--- config.mk ---
export PLATFORM = sky130hd
export DESIGN_NAME = dec3to8_seq
export DESIGN_NICKNAME = d
export VERILOG_FILES = /design/src/rtl/dec_pkg.sv /design/src/rtl/code_fifo.sv /design/src/rtl/dec3to8_seq.sv
export SDC_FILE = /design/constraint.sdc
export NUM_CORES = 1
export LEC_CHECK = 0
export BUFFER_PORTS_ARGS = -buffer_cell sky130_fd_sc_hd__buf_2
export CAP_MARGIN = 20
export CORE_MARGIN = 2
export CORE_UTILIZATION = 40
export CTS_CLUSTER_DIAMETER = 50
export DETAILED_ROUTE_END_ITERATION = 8
export PLACE_DENSITY = 0.65
export SKIP_LAST_GASP = 1
export SLEW_MARGIN = 20
export SYNTH_ARGS = -nofsm -noshare
export SYNTH_HDL_FRONTEND = slang
export SYNTH_SLANG_ARGS = --single-unit
--- constraint.sdc ---
create_clock -name clk -period 3 [get_ports clk]
set_input_delay 0.45 -clock clk [delete_from_list [all_inputs] [get_ports clk]]
set_output_delay 0.45 -clock clk [all_outputs]
set_load 0.05 [all_outputs]
--- src/rtl/dec_pkg.sv ---
// Shared types and defaults for the sequenced 3-to-8 decoder.
package dec_pkg;

  localparam int unsigned DEPTH_DEF  = 4;
  localparam int unsigned HOLD_W_DEF = 4;

  typedef logic [2:0] code_t;

  typedef enum logic [0:0] {
    IDLE = 1'b0,
    HOLD = 1'b1
  } state_t;

  function automatic logic [7:0] decode(input code_t c);
    return 8'(8'd1 << c);
  endfunction

endpackage

--- src/rtl/code_fifo.sv ---
// Small circular FIFO of 3-bit codes; flush empties it and overrides push/pop.
module code_fifo
  import dec_pkg::*;
#(
  parameter int unsigned DEPTH = DEPTH_DEF
) (
  input  logic                   clk,
  input  logic                   rst_n,
  input  logic                   flush,
  input  logic                   push,
  input  code_t                  wdata,
  input  logic                   pop,
  output code_t                  rdata,
  output logic                   full,
  output logic                   empty,
  output logic [$clog2(DEPTH):0] count
);

  localparam int unsigned PTR_W = $clog2(DEPTH);
  localparam int unsigned CNT_W = PTR_W + 1;

  code_t            mem_q [DEPTH];
  logic [PTR_W-1:0] wr_q, rd_q;
  logic [CNT_W-1:0] cnt_q;
  logic             push_ok, pop_ok;

  assign full    = (cnt_q == CNT_W'(DEPTH));
  assign empty   = (cnt_q == '0);
  assign count   = cnt_q;
  assign rdata   = mem_q[rd_q];
  assign push_ok = push && !full && !flush;
  assign pop_ok  = pop && !empty && !flush;

  always_ff @(posedge clk) begin
    if (push_ok) mem_q[wr_q] <= wdata;
  end

  // Pointers wrap naturally since DEPTH is a power of two.
  always_ff @(posedge clk or negedge rst_n) begin
    if (!rst_n) begin
      wr_q  <= '0;
      rd_q  <= '0;
      cnt_q <= '0;
    end else if (flush) begin
      wr_q  <= '0;
      rd_q  <= '0;
      cnt_q <= '0;
    end else begin
      if (push_ok) wr_q <= wr_q + PTR_W'(1);
      if (pop_ok)  rd_q <= rd_q + PTR_W'(1);
      case ({push_ok, pop_ok})
        2'b10:   cnt_q <= cnt_q + CNT_W'(1);
        2'b01:   cnt_q <= cnt_q - CNT_W'(1);
        default: cnt_q <= cnt_q;
      endcase
    end
  end

endmodule

--- src/rtl/dec3to8_seq.sv ---
// Queued 3-to-8 decoder: each accepted code is shown one-hot on Dout for hold_len+1 cycles.
module dec3to8_seq
  import dec_pkg::*;
#(
  parameter int unsigned DEPTH  = DEPTH_DEF,
  parameter int unsigned HOLD_W = HOLD_W_DEF
) (
  input  logic              clk,
  input  logic              rst_n,
  input  logic              EN,
  input  logic              valid,
  input  logic [2:0]        Y,
  output logic              ready,
  input  logic [HOLD_W-1:0] hold_len,
  output logic [7:0]        Dout,
  output logic              busy,
  output logic              done
);

  localparam int unsigned CNT_W = $clog2(DEPTH) + 1;

  state_t            state_q, state_n;
  logic [HOLD_W-1:0] hold_q, hold_n;
  logic [7:0]        dout_n;
  logic              done_n;
  code_t             head;
  logic              full, empty, push, pop;
  logic [CNT_W-1:0]  count;

  // Acceptance depends only on registered occupancy; held low during reset.
  assign ready = rst_n && EN && (count != CNT_W'(DEPTH));
  assign push  = valid && ready && !full;
  assign busy  = (state_q == HOLD);

  code_fifo #(.DEPTH(DEPTH)) u_fifo (
    .clk   (clk),
    .rst_n (rst_n),
    .flush (!EN),
    .push  (push),
    .wdata (code_t'(Y)),
    .pop   (pop),
    .rdata (head),
    .full  (full),
    .empty (empty),
    .count (count)
  );

  always_ff @(posedge clk or negedge rst_n) begin
    if (!rst_n) begin
      state_q <= IDLE;
      hold_q  <= '0;
      Dout    <= '0;
      done    <= 1'b0;
    end else begin
      state_q <= state_n;
      hold_q  <= hold_n;
      Dout    <= dout_n;
      done    <= done_n;
    end
  end

  // Next-state: load from FIFO when idle or on the last hold cycle, otherwise count down.
  always_comb begin
    state_n = state_q;
    hold_n  = hold_q;
    dout_n  = Dout;
    done_n  = 1'b0;
    pop     = 1'b0;
    if (!EN) begin
      state_n = IDLE;
      hold_n  = '0;
      dout_n  = '0;
    end else begin
      case (state_q)
        IDLE: begin
          if (!empty) begin
            pop     = 1'b1;
            dout_n  = decode(head);
            hold_n  = hold_len;
            state_n = HOLD;
          end
        end
        HOLD: begin
          if (hold_q != '0) begin
            hold_n = hold_q - HOLD_W'(1);
          end else if (!empty) begin
            pop    = 1'b1;
            dout_n = decode(head);
            hold_n = hold_len;
          end else begin
            dout_n  = '0;
            state_n = IDLE;
          end
        end
        default: begin
          state_n = IDLE;
          dout_n  = '0;
          hold_n  = '0;
        end
      endcase
      done_n = (state_n == HOLD) && (hold_n == '0);
    end
  end

endmodule
# Word level (Yosys, flattened, before mapping)
# Memory sizes are Yosys's and may differ from the RTL's.
# Cells that the tools add are included.
[word_totals]
out_inout_bits = 11
memories = 1
input_bits = 11
word_cells = 66
reg_bits = 21
ramBits = 12
[memory_table]
columns = ["memory", "depth", "width", "read_ports", "rd_ports_with_merged_regs", "wr", "line_no", "source"]
rows = [
  ["u_fifo.mem_q", 4, 3, 1, 0, 1, "code_fifo.sv:22", "code_t mem_q [DEPTH];"],
]
[op_classes]
bitwise = 1
mux = 27
n_reduce_logical = 15
add_sub_neg = 5
shift = 1
n_eq_ne = 9
[op_table]
columns = ["cell", "count"]
rows = [
  ["two-way mux 8 bit", 4],
  ["two-way mux 4 bit", 4],
  ["one-hot mux 8 bit (2 select lines)", 1],
  ["logical AND 1 bit", 9],
  ["two-way mux 1 bit", 9],
  ["!= test 3 bit, second input constant", 3],
  ["two-way mux 2 bit", 4],
  ["one-hot mux 4 bit (2 select lines)", 1],
  ["<< shifter 1 x 3 -> 8 bit, first input constant", 1],
  ["one-hot mux 3 bit (2 select lines)", 1],
  ["adder 2 x 1 -> 2 bit, second input constant", 2],
  ["logical NOT 4 bit", 1],
  ["!= test 2 x 1 -> 1 bit, second input constant", 2],
  ["one-hot mux 1 bit (2 select lines)", 2],
  ["nonzero test 4 bit", 1],
  ["subtractor 4 x 1 -> 4 bit, second input constant", 1],
  ["adder 3 x 1 -> 3 bit, second input constant", 1],
  ["== test 3 bit, second input constant", 1],
  ["logical NOT 3 bit", 1],
  ["two-way mux 3 bit", 1],
  ["!= test 3 x 1 -> 1 bit, second input constant", 1],
  ["subtractor 3 x 1 -> 3 bit, second input constant", 1],
  ["== test 2 x 1 -> 1 bit, second input constant", 1],
  ["== test 2 bit, second input constant", 1],
  ["3 further kinds", 4],
]

# Longest topological paths before layout
[logic_depth]
ltp_word = 10
depth_mapped = 10
ltp_nobuf = 10

# Hierarchy
# From an unflattened synthesis, not the netlist that was laid out.
[unflattened]
hier_cells = 159
hier_area_um2 = 1788.0
[by_module_without_submodules]
columns = ["mod", "area_per_inst_um2", "seq_area_each_um2", "instances", "cells_each"]
rows = [
  ["code_fifo", 1003.5, 535.5, 1, 81],
  ["dec3to8_seq", 784.5, 350.3, 1, 78],
]

# Worst setup path before layout
# No wires, ideal clock.
[synth_timing]
path_kind = "register to register"
start = "register state_q, in the netlist busy"
end = "register u_fifo.cnt_q[2], in the netlist u_fifo.count[2]"
setup_ps = 79
stages_incl_launch_ff = 10
synth_period_minus_slack_ps = 2325
arrival_time_ps = 2246
required_ps = 2921
n_path_buf = 1
slack_ps = 675
cell_sequence = "dfrtp_1 buf_2 inv_1 nor2_2 nor4_1 fa_1 inv_1 nor3_1 mux2i_1 mux2i_1"
[synth_between]
elab_chain_len = 8
[synth_lines]
columns = ["element", "line_no", "source"]
rows = [
  ["start: declaration", "dec3to8_seq.sv:22", "state_t state_q, state_n;"],
  ["start signal: assignment", "dec3to8_seq.sv:55", "state_q <= state_n;"],
  ["NOT 1 bit", "n/a", ""],
  ["one-hot mux 1 bit (2 select lines) *", "dec3to8_seq.sv:74", "case (state_q)"],
  ["two-way mux 1 bit *", "dec3to8_seq.sv:69", "if (!EN) begin"],
  ["logical AND 1 bit * (2 in series)", "code_fifo.sv:32", "assign pop_ok = pop && !empty && !flush;"],
  ["== test 2 x 1 -> 1 bit / == test 2 bit (equally long branches)", "code_fifo.sv:51", "case ({push_ok, pop_ok})"],
  ["one-hot mux 3 bit (2 select lines)", "code_fifo.sv:51", ""],
  ["two-way mux 3 bit", "code_fifo.sv:44", "end else if (flush) begin"],
  ["end signal: assignment", "code_fifo.sv:52", "2'b10: cnt_q <= cnt_q + CNT_W'(1);"],
  ["end signal: assignment", "code_fifo.sv:53", "2'b01: cnt_q <= cnt_q - CNT_W'(1);"],
  ["end signal: assignment", "code_fifo.sv:54", "default: cnt_q <= cnt_q;"],
  ["end: declaration", "code_fifo.sv:24", "logic [CNT_W-1:0] cnt_q;"],
]
# Every way passes the cells marked *; elsewhere a longest branch is shown, timed or not.
# A chain may end at the register's enable or synchronous reset.

# Worst setup path after layout
[layout_timing]
start = "register hold_q[0]"
end = "register u_fifo.cnt_q[2], in the netlist u_fifo.count[2]"
[layout_between]
elab_chain_len = 9
[layout_lines]
columns = ["element", "line_no", "source"]
rows = [
  ["start: declaration", "dec3to8_seq.sv:23", "logic [HOLD_W-1:0] hold_q, hold_n;"],
  ["start signal: assignment", "dec3to8_seq.sv:56", "hold_q <= hold_n;"],
  ["nonzero test 4 bit *", "dec3to8_seq.sv:84", "if (hold_q != '0) begin"],
  ["two-way mux 1 bit *", "dec3to8_seq.sv:84", ""],
  ["one-hot mux 1 bit (2 select lines) *", "dec3to8_seq.sv:74", ""],
  ["two-way mux 1 bit *", "dec3to8_seq.sv:69", ""],
  ["logical AND 1 bit * (2 in series)", "code_fifo.sv:32", ""],
  ["== test 2 x 1 -> 1 bit / == test 2 bit (equally long branches)", "code_fifo.sv:51", ""],
  ["one-hot mux 3 bit (2 select lines)", "code_fifo.sv:51", ""],
  ["two-way mux 3 bit", "code_fifo.sv:44", ""],
]
# Marked as above.

==> flow_metrics.env <==
export IMPL_h_tree_depth=2
export IMPL_die_w_um=68.6
export IMPL_rr_endpoint="u_fifo.count[2]"
export IMPL_via_per_inst=5.45
export IMPL_overflow=0
export IMPL_tritoncts="yes"
export IMPL_die_h_um=68.6
export IMPL_antenna_found_initial=0
export IMPL_post_place_ws_ns=0.432
export IMPL_grt_max_degree=23
export IMPL_synth_xor_area_share_pct=2.63
export IMPL_grt_pass1_vias=1211
export IMPL_worstPathRequired_ns=3.22
export IMPL_routedWlPerCell_um=15.5
export IMPL_synth_compound_area_share_pct=12.2
export IMPL_dpl_hpwl_mm=2.44
export IMPL_end_kind="flip-flop"
export IMPL_grt_pass1_wl_mm=5.53
export IMPL_clock_sinks=33
export IMPL_drc=0
export IMPL_synth_most_common_cell="dfrtp_1"
export IMPL_ys_flop_type="dfrtp_1"
export IMPL_rsz0062_at_grt="false"
export IMPL_synth_seq_cells=33
export IMPL_place_congestion=0.865
export IMPL_yosys_area_top_type_share_pct=31.5
export IMPL_ant_nets=0
export IMPL_clk_insertion_delay_late_ns=0.29
export IMPL_ios=22
export IMPL_p_per_area_mw_per_mm2=934
export IMPL_yosysTopAreaCell="dfrtp_1"
export IMPL_ir_worst_vdd_mv=0.420
export IMPL_grt_total_usage_pct=16.7
export IMPL_r2r_setup_slack_ns=0.35
export IMPL_final_setup_tns_ns=0
export IMPL_tightestPinTransition_ns=0.599
export IMPL_r2r_start="hold_q[0]"
export IMPL_synthTopCellsByArea="dfrtp_1 (32%), edfxtp_1 (22%), ha_1 (4.5%)"
export IMPL_numCtsBuffers=5
export IMPL_first_iter_violations=100
export IMPL_io_buffers=21
export IMPL_synthAdderAreaFrac_pct=5.70
export IMPL_maxCapViolations=0
export IMPL_firstDrtPassIters=4
export IMPL_r2r_cells=10
export IMPL_async_flop_share_pct=63.6
export IMPL_antenna_cells=0
export IMPL_synthTopCellsByCount="dfrtp_1 (21), edfxtp_1 (12), nand2_1 (12), inv_1 (10), nor2_1 (8)"
export IMPL_ys_warn_count=0
export IMPL_finalMaxSlewViolations=0
export IMPL_status="complete, no violations"
export IMPL_maxSlewHeadroom_pct=60.0
export IMPL_crit_path_start_kind="flip-flop"
export IMPL_ys_seq_area_share_pct=53.1
export IMPL_period_minus_slack_ns=2.65
export IMPL_synthSimpleGateAreaFrac_pct=17.0
export IMPL_critPathKind="reg -> reg"
export IMPL_postCtsHoldBufs=0
export IMPL_clockBufferDepth=2
export IMPL_finalNetCount=184
export IMPL_via_count=1183
export IMPL_fp_row_count=23
export IMPL_syn_nets=159
export IMPL_area_growth_pct=14.8
export IMPL_start_util_pct=41.7
export IMPL_drive_gt1_share_pct=24.6
export IMPL_path_max_fanout=8
export IMPL_avgSynthCellArea_um2=11.8
export IMPL_whs_ns=0.194
export IMPL_path_clk_slew_ns=0.06
export IMPL_postCtsSetupBuffers=0
export IMPL_skew_ns=0.00426
export IMPL_finalSetupViolCount=0
export IMPL_synth_cells=141
export IMPL_synthMuxAreaShare_pct=5.85
export IMPL_cts_root_buffer="clkbuf_8"
export IMPL_p_leak_nw=0.817
export IMPL_fp_coreArea_mm2=0.00400
export IMPL_synth_edf_count=12
export IMPL_drt_wl_total_mm=3.36
export IMPL_cts_resized=0
export IMPL_cp_arrival_ns=2.87
export IMPL_layout_setup_ws_ns=0.347
export IMPL_min_path_type="in -> async"
export IMPL_synthesis_area_mm2=0.00167
export IMPL_yosysUniqueCellTypes=40
export IMPL_finalHoldViolCount=0
export IMPL_die_area_mm2=0.00470
export IMPL_synth_top_family_by_area="simple AND/OR/NAND/NOR gates"
export IMPL_finalCritPeriodShare_pct=88.4
export IMPL_fmax_ghz=0.377
export IMPL_crit_start="hold_q[0]"
export IMPL_critPathCapture="u_fifo.count[2]"
-- where the power goes --
part	leakage, nW	switching, mW	internal [mW]
sequential	0.393	0.110	0.546
combinational	0.380	0.510	0.296
clock	0.0439	0.166	0.160
-- cells by family after synthesis --
logic type / Yosys count
AND/OR/NAND/NOR: 50
multiplexers: 6
XOR/XNOR: 5
adder cells (fa/ha/maj): 7
buffers and inverters: 15
flip-flops: 33
AO/OA/AOI/OAI: 25
-- stage by stage --
| stage | std cells | area (µm²) | power [mW] | utilization [%] |
|---|---|---|---|---|
| after floorplan | 141 | 1670 | 1.28 | - |
| after global placement | 209 | 1830 | 1.42 | 45.7 |
| after detailed placement | 209 | 1830 | 1.46 | 45.7 |
| after CTS | 217 | 1910 | 1.79 | 47.9 |
| after global routing | 217 | 1910 | 1.91 | 47.9 |
| final | 217 | 1910 | 1.79 | 47.9 |
-- worst min path at each step --
stage                end  slack, ns  cells after the start
2_1_floorplan    Dout[0]       0.15                      0
3_3_place_gp     Dout[7]       0.47                      1
3_5_place_dp     Dout[3]       0.48                      1
4_1_cts          Dout[2]       0.18                      2
5_1_grt          Dout[2]       0.20                      2
6_report       hold_q[3]       0.19                      2
-- critical path: stages, from the launching register on --
cell and delay [ns]:
dfrtp_1 0.41, inv_1 0.11, ha_1 0.16, nor3b_1 0.50, nor2_2 0.21, nor4_1 0.41
fa_1 0.25, inv_1 0.05, o21a_1 0.10, mux2i_1 0.17, mux2i_1 0.21
-- final cells by class --
| cell class | count | area, µm² |
|---|---|---|
| inverters | 10 | 37.5 |
| flip-flops and latches | 33 | 886 |
| clock buffers | 5 | 68.8 |
| fillers | 385 | 2090 |
| clock inverters | 3 | 17.5 |
| multi-input cells | 93 | 722 |
| well taps | 50 | 62.6 |
| repair buffers | 23 | 120 |
-- layout by cell type (no fill, tap or decap), types with 2 or more instances in the layout --
| cell | n |
|---|---|
| dfrtp_1 | 21 |
| buf_2 | 21 |
| nand2_1 | 12 |
| edfxtp_1 | 12 |
| inv_1 | 10 |
| nor2_1 | 8 |
| and2_1 | 7 |
| ha_1 | 6 |
| o211ai_1 | 5 |
| nand3_1 | 5 |
| clkbuf_8 | 5 |
| xnor2_1 | 4 |
| o2bb2ai_1 | 4 |
| nor4_1 | 3 |
| mux2i_1 | 3 |
| mux4_2 | 3 |
| a32o_1 | 3 |
| nor3b_1 | 2 |
| nor2_2 | 2 |
| a21oi_1 | 2 |
| a211oi_1 | 2 |
| o21ai_0 | 2 |
| nand2b_1 | 2 |
| o21a_1 | 2 |
| clkinv_2 | 2 |
| buf_4 | 2 |
-- flip-flops by register name, indices dropped and copies added, names as in the netlist --
name / cells
u_fifo.rd_q: 2
busy: 1
u_fifo.count: 3
hold_q: 4
u_fifo.mem_q: 12
Dout: 8
done: 1
u_fifo.wr_q: 2
-- per-layer routing --
metal	track usage [%]	up-vias	share of wire (%)
met5	0	-	0
met3	3.90	8	5.7
li1	-	562	-
met2	27.5	29	50
met4	9.75	0	2.0
met1	19.9	584	42
(Power assumes the default switching activity.)
